File: src/rtl/im_access_ctrl.sv
// Instruction-memory sequencer: holds the CPU in BOOT while the loader writes,
// then arbitrates fetch reads against loader writes. Optional: IM_FAIRNESS_EN.
module im_access_ctrl #(
  parameter int ADDR_W     = 9,
  parameter int DATA_W     = 32,
  parameter int STARVE_MAX = 4
) (
  input  logic              clk,
  input  logic              reset,
  input  logic              fetch_req,
  input  logic [63:0]       fetch_pc,
  output logic              fetch_gnt,
  output logic              fetch_valid,
  output logic [DATA_W-1:0] fetch_instr,
  output logic              fetch_err,
  input  logic              load_req,
  input  logic [ADDR_W-1:0] load_addr,
  input  logic [DATA_W-1:0] load_data,
  output logic              load_gnt,
  input  logic              load_done,
  output logic              cpu_hold,
  output logic [ADDR_W:0]   load_count,
  output logic              mem_en,
  output logic              mem_we,
  output logic [ADDR_W-1:0] mem_addr,
  output logic [DATA_W-1:0] mem_wdata,
  input  logic [DATA_W-1:0] mem_rdata
);

  localparam logic [0:0] BOOT = 1'b0;
  localparam logic [0:0] RUN  = 1'b1;

  logic [0:0]      state_q, state_d;
  logic            fv_q, fv_d;
  logic            ferr_q, ferr_d;
  logic [ADDR_W:0] cnt_q, cnt_d;
  logic            run;
  logic            pc_bad;
  logic            force_fetch;

  assign run    = (state_q == RUN);
  assign pc_bad = (fetch_pc[1:0] != 2'b00) ||
                  (fetch_pc[63:ADDR_W+2] != '0);

`ifdef IM_FAIRNESS_EN
  localparam int SW = $clog2(STARVE_MAX + 1);
  logic [SW-1:0] starve_q, starve_d;

  assign force_fetch = (starve_q == SW'(STARVE_MAX));

  always_comb begin
    starve_d = starve_q;
    if (!run || !fetch_req || fetch_gnt)
      starve_d = '0;
    else if (!force_fetch)
      starve_d = starve_q + 1'b1;
  end

  always_ff @(posedge clk or posedge reset) begin
    if (reset) starve_q <= '0;
    else       starve_q <= starve_d;
  end
`else
  localparam int unused_starve_max = STARVE_MAX;
  assign force_fetch = 1'b0;
`endif

  always_comb begin
    fetch_gnt = run && fetch_req && (!load_req || force_fetch);
    load_gnt  = load_req && !fetch_gnt;
  end

  // Bus is idle while reset is high so a same-cycle write never lands.
  always_comb begin
    mem_en    = 1'b0;
    mem_we    = 1'b0;
    mem_addr  = '0;
    mem_wdata = '0;
    if (!reset) begin
      unique case (1'b1)
        load_gnt: begin
          mem_en    = 1'b1;
          mem_we    = 1'b1;
          mem_addr  = load_addr;
          mem_wdata = load_data;
        end
        (fetch_gnt && !pc_bad): begin
          mem_en   = 1'b1;
          mem_addr = fetch_pc[ADDR_W+1:2];
        end
        default: ;
      endcase
    end
  end

  always_comb begin
    state_d = state_q;
    if (!run && load_done) state_d = RUN;
    fv_d   = fetch_gnt;
    ferr_d = fetch_gnt && pc_bad;
    cnt_d  = cnt_q;
    if (load_gnt && (cnt_q != '1)) cnt_d = cnt_q + 1'b1;
  end

  always_ff @(posedge clk or posedge reset) begin
    if (reset) begin
      state_q <= BOOT;
      fv_q    <= 1'b0;
      ferr_q  <= 1'b0;
      cnt_q   <= '0;
    end else begin
      state_q <= state_d;
      fv_q    <= fv_d;
      ferr_q  <= ferr_d;
      cnt_q   <= cnt_d;
    end
  end

  assign cpu_hold    = !run;
  assign fetch_valid = fv_q;
  assign fetch_err   = ferr_q;
  assign load_count  = cnt_q;
  assign fetch_instr = (fv_q && !ferr_q) ? mem_rdata : '0;

endmodule

File: config.mk
export PLATFORM = sky130hd
export DESIGN_NAME = im_access_ctrl
export DESIGN_NICKNAME = d
export VERILOG_FILES = /design/src/rtl/im_access_ctrl.sv
export SDC_FILE = /design/constraint.sdc
export NUM_CORES = 1
export LEC_CHECK = 0
export CORE_AREA = 2 2 89 91
export DETAILED_ROUTE_END_ITERATION = 6
export DIE_AREA = 0 0 91 93
export HOLD_SLACK_MARGIN = 0.05
export PLACE_DENSITY = 0.74
export RECOVER_POWER = 25
export SYNTH_ARGS = -nofsm -noshare
export SYNTH_HDL_FRONTEND = slang
export SYNTH_SLANG_ARGS = --single-unit
export TNS_END_PERCENT = 10
File: constraint.sdc
create_clock -name clk -period 1.4 [get_ports clk]
set_input_delay 0.21 -clock clk [delete_from_list [all_inputs] [get_ports clk]]
set_output_delay 0.21 -clock clk [all_outputs]
set_load 0.005 [all_outputs]
-- After elaboration in Yosys (flattened, before gate mapping)
Index checks and enable logic that the tools add are counted.
- $add $sub $neg: 1
- $mul: 0
- div/mod/pow operators: 0
- order comparisons: 0
- equality and inequality tests: 1
- shift-type cells: 0
- multiplexer cells: 9
- bitwise gates (word level): 0
- reductions and logical operators: 17
- operators by type and width (operator ; count):
    $mux W32 ; 3
    $reduce_bool A53 Y1 ; 1
    $pmux W9 S2 ; 1
    $add A10 B1 Y10 const B ; 1
    $ne A10 B10 Y1 const B ; 1
    $mux W9 ; 1
    $logic_and A1 B1 Y1 ; 8
    $logic_not A1 Y1 ; 5
    $mux W1 ; 4
    $reduce_bool A2 Y1 ; 1
    $reduce_or A2 Y1 ; 1
    $logic_or A1 B1 Y1 ; 1
- flip-flop bits (word level): 13
- latch bits: 0
- memory bits (writable): 0
- ROM bits: 0
- input bits: 142
- output and inout bits: 90
- logic and storage cells: 32
- memories kept: 0

-- Depth between registers and ports, before layout
- depth after elaboration: 7
- gate-level depth with buffers: 5
- mapped depth without buffers: 4

-- Least setup slack after synthesis
OpenSTA, ideal clock, no wires.
- kind: input-to-output
- start: input port fetch_pc[16]
- end: output port mem_en
- arrival time: 1.366 ns
- data required time: 1.190 ns
- slack: -0.176 ns
- stages on the path: 4
- path buffers: 0
- cell sequence: or4_1 nor2_2 nand2_1 o41ai_2
- longest elaborated chain between the ends: 7
- ends and longest elaborated chain (element ; RTL line ; source):
    start, declared ; 11 ; input logic [63:0] fetch_pc,
    $reduce_bool A53 Y1 ; 43 ; (fetch_pc[63:ADDR_W+2] != '0);
    $logic_or A1 B1 Y1 ; 42 ; assign pc_bad = (fetch_pc[1:0] != 2'b00) ||
    $logic_not A1 Y1 ; 87 ; (fetch_gnt && !pc_bad): begin
    $logic_and A1 B1 Y1 ; 87 ;
    $reduce_or A2 Y1 (no source line) ; -- ;
    $mux W1 ; 80 ; unique case (1'b1)
    $mux W1 ; 79 ; if (!reset) begin
    end, declared ; 23 ; output logic mem_en,
No other way between the ends.

-- Worst setup path after layout
- start: input port fetch_pc[38]
- end: output port mem_addr[0]
- longest elaborated chain between the ends: 6
- ends and longest elaborated chain (element ; RTL line ; source):
    $reduce_bool A53 Y1 ; 43 ;
    $logic_or A1 B1 Y1 ; 42 ;
    $logic_not A1 Y1 ; 87 ;
    $logic_and A1 B1 Y1 ; 87 ;
    $pmux W9 S2 ; 80 ;
    $mux W9 ; 79 ;
    end, declared ; 25 ; output logic [ADDR_W-1:0] mem_addr,
No other way between the ends.

==> out/qor.yml <==
status:
  status: "finished with violations"
  violations: "negative setup slack"
setup_path:
  crit_fanout: 4
  criticalPathCategory: "in2out"
  required_ns: 1.19
  cp-start-kind: "primary input"
  critPathCaptureType: "primary output"
  critPathArrivalTime_ns: 1.74
clock_tree:
  clk-insertion-delay-late_ns: 0.24
  cts_buffer_depth: 2
  cts-root-buf: "clkbuf_8"
  cts.htree.levels: 1
  cts.clk_slew.worst_paths_ns: 0.06
  cts_tree: "built"
  clkSinkCount: 13
  numCtsBuffers: 3
placed_design:
  gp_congestion: 0.804
  dp_hpwl_mm: 7.33
  numPortBuffers: 231
  place_ws_ns: -1.22
floorplanning:
  rows: 32
  design.portCount: 232
  die_h_um: 93
  die_area_um2: 8460
  fp.dieW_um: 91
  start_util: 0.184
  coreArea_um2: 7530
drt:
  vias: 2349
  first_iter_violations: 17
  routedWlPerCell_um: 16.0
  antenna_left: 0
  wl_mm: 8.80
  vias_per_cell: 4.27
  drc: 0
  drt-pass1-iter-count: 4
power_and_ir_drop:
  p_leak_nw: 2.08
  peakVddDrop_mv: 0.559
  cellPowerDensity_nw_per_um2: 536
timing:
  period_needed_ns: 1.95
  setup_viol: 44
  tightest_slew_ns: 0.497
  fin_crit_sh: 1.39
  skew_ns: 0.00205
  max_freq_ghz: 0.514
  fin_ws_ns: -0.547
  drv_slew: 0
  maxSlewHeadroom: 0.668
  final-hold-violation-count: 0
  fin_worst_hold_slack_ns: 0.0617
  rsz0062_at_grt: "true"
global_route:
  overflow: 0
  grt_max_degree: 33
  antenna_found_initial: 0
  track_usage: 0.189
  grt_pass1_vias: 2431
  grt_first_pass_wirelength_mm: 12.8
layout:
  drive_gt1_frac: 0.328
  mostFrequentLayoutCell: "clkdlybuf4s50_1"
  area_growth_pct: 208
  antenna_cells: 0
  fin_nets: 592
  final_cell_mix: "clkdlybuf4s50_1 (103), and2_1 (63), dlymetal6s2s_1 (28), buf_2 (28), buf_4 (26)"
  nFillCells: 709
worst_hold_path:
  hp-class: "in2async"
yosys:
  yosysUniqueCellTypes: 30
  ys_seq_area_frac: 0.234
  synthCells: 188
  ys_warn_count: 0
  netlist_area_um2: 1390
  syn_area_per_cell_um2: 7.38
  syn_nets: 331
  ys_ff_latch: 13
flow_run:
  cap_violations: 0
[through the flow]
step | util | power, mW | instance area (um^2) | std cells | TNS (ns)
6_report | 0.568 | 2.29 | 4270 | 550 | -7.78
5_1_grt | 0.568 | 2.45 | 4270 | 550 | -10.65
3_5_place_dp | 0.539 | 2.08 | 4060 | 539 | -41.45
2_1_floorplan | - | 0.947 | 1400 | 188 | -1.71
3_3_place_gp | 0.539 | 2.04 | 4060 | 539 | -42.07
4_1_cts | 0.545 | 2.30 | 4110 | 548 | -9.50
[synthesized netlist by cell type]
cell type	number	area, um^2
nand4_1	4	25.0
and4_1	3	26.3
a21oi_1	6	30.0
o21a_1	2	15.0
inv_1	6	22.5
nor4_2	1	12.5
clkbuf_1	11	41.3
nor2_2	1	6.26
dfrtp_1	13	325
nor3b_1	9	67.6
nand3_1	13	65.1
nor2b_1	2	12.5
buf_4	1	7.51
xnor2_1	2	17.5
o41ai_2	1	16.3
and2_1	65	407
nand3b_1	2	15.0
nor3_1	1	5.00
xor2_1	1	8.76
or2_2	1	6.26
ha_1	1	12.5
nand4b_1	1	8.76
or4_1	3	22.5
a211oi_1	1	7.51
mux2i_1	1	10.0
o21ai_1	9	45.0
and3_1	3	18.8
nand2_1	12	45.0
nor4_1	10	62.6
mux2_2	2	22.5
[what timing repair did]
| item | CTS | global route |
|---|---|---|
| gates resized for setup | 287 | 75 |
| pin swaps | 20 | 23 |
| endpoints found under the setup margin | 89 | 66 |
| cloned | 1 | 0 |
| hold buffers | 0 | 0 |
| setup buffers | 4 | 2 |
[metal layers]
metal  GRT usage  wire (um)  share of wire  up-vias
met3      0.0419        762          0.087        8
met1       0.199       3080           0.35     1037
met4      0.0354        115          0.013        0
li1            -          -              -     1170
met5           0          0              0        -
met2       0.382       4840           0.55      134
[flip-flops by register name, summed over array words and instances (netlist names)]
| name | cells |
|---|---|
| fetch_valid | 1 |
| fetch_err | 1 |
| load_count | 10 |
| run | 1 |
[final cells by class]
type | instances | area (um^2) | area share
tap | 102 | 128 | 0.0299
sequential | 13 | 325 | 0.0761
inverter | 6 | 22.5 | 0.00527
multi-input combinational | 157 | 1210 | 0.283
clock buffer | 4 | 45.0 | 0.0105
timing repair buffer | 268 | 2540 | 0.595
[where the power goes]
| group | total (mW) | internal [mW] | leakage, nW | switching (mW) |
|---|---|---|---|---|
| logic | 1.41 | 0.904 | 1.91 | 0.504 |
| registers | 0.550 | 0.490 | 0.153 | 0.0607 |
| clock network | 0.334 | 0.201 | 0.0228 | 0.133 |
[worst max-delay path, cell delays in order]
cell and delay, ns:
dlygate4sd2_1 0.25, nor4_2 0.33, nand4_1 0.12, nand4b_1 0.20
buf_6 0.16, buf_12 0.12, buf_8 0.11, o21ai_1 0.11
buf_2 0.12
[worst paths after layout]
check | start | end | slack [ns] | cells after the start
min | reset | load_count[0]$_DFFE_PP0P_ | 0.06 | 2
max | fetch_pc[38] | mem_addr[0] | -0.55 | 9
min reg2reg | load_count[7]$_DFFE_PP0P_ | load_count[7]$_DFFE_PP0P_ | 0.56 | 2
max reg2reg | load_count[4]$_DFFE_PP0P_ | load_count[8]$_DFFE_PP0P_ | 0.03 | 4
max in group asynchronous | reset | fetch_err$_DFF_PP0_ | 1.00 | 2
min in group clk | load_req | load_count[2]$_DFFE_PP0P_ | 0.42 | 4
[kinds of logic (layout without fill, tap and decap cells)]
logic type / count (synthesis) / in the layout / synth area share
muxes: 3 / 3 / 0.0234
buffers and inverters: 18 / 278 / 0.0514
and+or+nand+nor: 131 / 131 / 0.581
xor gates and xnor gates: 3 / 3 / 0.0189
AOI/OAI and AO/OA: 19 / 19 / 0.0821
DFF: 13 / 13 / 0.234
adders and majority gates: 1 / 1 / 0.00902
Power figures use the tool's default switching activity.
==> edit: new RTL, same settings <==
Add a define of `IM_FAIRNESS_EN`.
--- a/src/rtl/im_access_ctrl.sv
+++ b/src/rtl/im_access_ctrl.sv
@@ -1,5 +1,7 @@
 // Instruction-memory sequencer: holds the CPU in BOOT while the loader writes,
 // then arbitrates fetch reads against loader writes. Optional: IM_FAIRNESS_EN.
+`define IM_FAIRNESS_EN
+
 module im_access_ctrl #(
   parameter int ADDR_W     = 9,
   parameter int DATA_W     = 32,
Check against the original RTL: not equivalent (Yosys sat finds a counterexample within 10 cycles, from zero or initial values and one cycle with reset high).
==> edit against the unedited design <==
- the flow still finishes with violations (negative setup slack)
- hold slack better by 0.44 ns
- critical path depth is 1 lower
- total power is 14% higher
- synthesized area is 10% higher
- first-iteration DRC count is 41% higher
- setup slack worse by 0.39 ns
- sequential cell count is 3 higher
- routed wire length is 6.6% lower
- cell area is 1.2% higher
==> edit: results <==
# TYPE chip_impl_metric gauge
chip_impl_metric{name="place_congestion",unit=""} 0.794
chip_impl_info{name="outcome",value="finished with violations"} 1
chip_impl_metric{name="place.detailed.hpwl",unit="um"} 6720
chip_impl_metric{name="layout.clock.cell_area_share",unit="%"} 1.27
chip_impl_metric{name="p_sw",unit="uW"} 803
chip_impl_metric{name="multi_input_area_share",unit="%"} 28.6
chip_impl_metric{name="total_leakage_power",unit="nW"} 2.05
chip_impl_info{name="synth.cells.most_frequent",value="and2_1, inv_1, dfrtp_1, nor4_1, o2bb2ai_2"} 1
chip_impl_metric{name="grt_usage",unit="%"} 17.1
chip_impl_info{name="critical_path.top_delay_family",value="simple AND/OR/NAND/NOR gates"} 1
chip_impl_metric{name="use_met2",unit="%"} 35.1
chip_impl_metric{name="synth_sequential_area_ratio",unit="%"} 26.1
chip_impl_metric{name="layout-drive-gt1-share",unit="%"} 37.3
chip_impl_metric{name="grt_util_met1",unit="%"} 17.5
chip_impl_info{name="cpMaxStageDelayCell",value="or4_4"} 1
chip_impl_metric{name="clkSinkCount",unit=""} 16
chip_impl_metric{name="cpPeakStageDelay",unit="ns"} 0.53
chip_impl_metric{name="final_nets",unit=""} 605
chip_impl_metric{name="dp_cells",unit=""} 549
chip_impl_metric{name="vias_in_the_first_global_route",unit=""} 2506
chip_impl_metric{name="fin_skew",unit="ns"} 0.00895
chip_impl_metric{name="dpl_cell_area",unit="mm2"} 0.00424
chip_impl_metric{name="wirelength",unit="um"} 8220
chip_impl_metric{name="worst_ep_arrival_time",unit="ns"} 2.13
chip_impl_metric{name="setup_ws",unit="ns"} -0.936
chip_impl_metric{name="storage_cell_area",unit="um2"} 400
chip_impl_metric{name="postCtsResizedCells",unit=""} 152
chip_impl_metric{name="avgRoutedWirePerCell",unit="um"} 14.7
chip_impl_metric{name="repair_and_plain_buffers",unit=""} 279
chip_impl_info{name="violated_checks",value="negative setup slack"} 1
chip_impl_metric{name="fillCellCount",unit=""} 703
chip_impl_metric{name="global_route_wire_length_before_repair",unit="um"} 11600
chip_impl_metric{name="finalSetupViolCount",unit=""} 66
chip_impl_metric{name="drt_iter0_drc",unit=""} 24
chip_impl_metric{name="place_worst_setup_slack",unit="ns"} -1.33
chip_impl_metric{name="synth_cells",unit=""} 185
chip_impl_metric{name="clock_latency_of_the_later_clocked_register_in_the_worst_skew_pair",unit="ns"} 0.26
chip_impl_metric{name="non_clock_inverter_count",unit=""} 18
chip_impl_metric{name="grt_max_degree",unit=""} 43
chip_impl_metric{name="vdd.ir_drop.worst",unit="uV"} 395
[edit: cell types whose count changed after synthesis, sizes merged, moves of 4 or more]
cell	before	now
nor4	11	19
nand2	12	6
inv	6	18
xor2	1	5
o21ai	9	2
nor3b	9	2
nand3	13	4
nor3	1	5
o2bb2ai	0	9
clkbuf	11	6
a21oi	6	2
[edit: cell families after synthesis]
family / share of synthesized area (%)
xor gates and xnor gates: 4.57
AOI/OAI and AO/OA: 10.8
buffers and inverters: 7.26
DFF: 26.1
adders and majority gates: 2.45
muxes: 1.47
and+or+nand+nor: 47.3
[edit: power groups by stage]
stage | Sequential, mW | Clock (mW) | Combinational (mW)
3_5_place_dp | 0.682 | 0 | 1.58
4_1_cts | 0.677 | 0.428 | 1.51
5_1_grt | 0.698 | 0.448 | 1.66
6_report | 0.686 | 0.418 | 1.52
2_1_floorplan | 0.744 | 0 | 0.365
3_3_place_gp | 0.676 | 0 | 1.55
[edit: metal layers]
| metal | vias up | part of all wire, % | routed length [um] |
|---|---|---|---|
| li1 | 1175 | - | - |
| met1 | 1076 | 35 | 2920 |
| met2 | 143 | 56 | 4640 |
| met3 | 5 | 7.4 | 606 |
| met4 | 0 | 0.68 | 56 |
| met5 | - | 0 | 0 |
[edit: final timing paths]
| path | from | endpoint | slack, ns |
|---|---|---|---|
| max | fetch_pc[38] | mem_addr[7] | -0.94 |
| min reg2reg | load_count[6]$_DFFE_PP0P_ | load_count[6]$_DFFE_PP0P_ | 0.57 |
| min in group clk | load_done | run$_DFFE_PP0P_ | 0.55 |
| max reg2reg | starve_q[0]$_DFFE_PP0P_ | load_count[8]$_DFFE_PP0P_ | -0.40 |
| min | reset | run$_DFFE_PP0P_ | 0.50 |
| max in group asynchronous | reset | load_count[0]$_DFFE_PP0P_ | 0.39 |
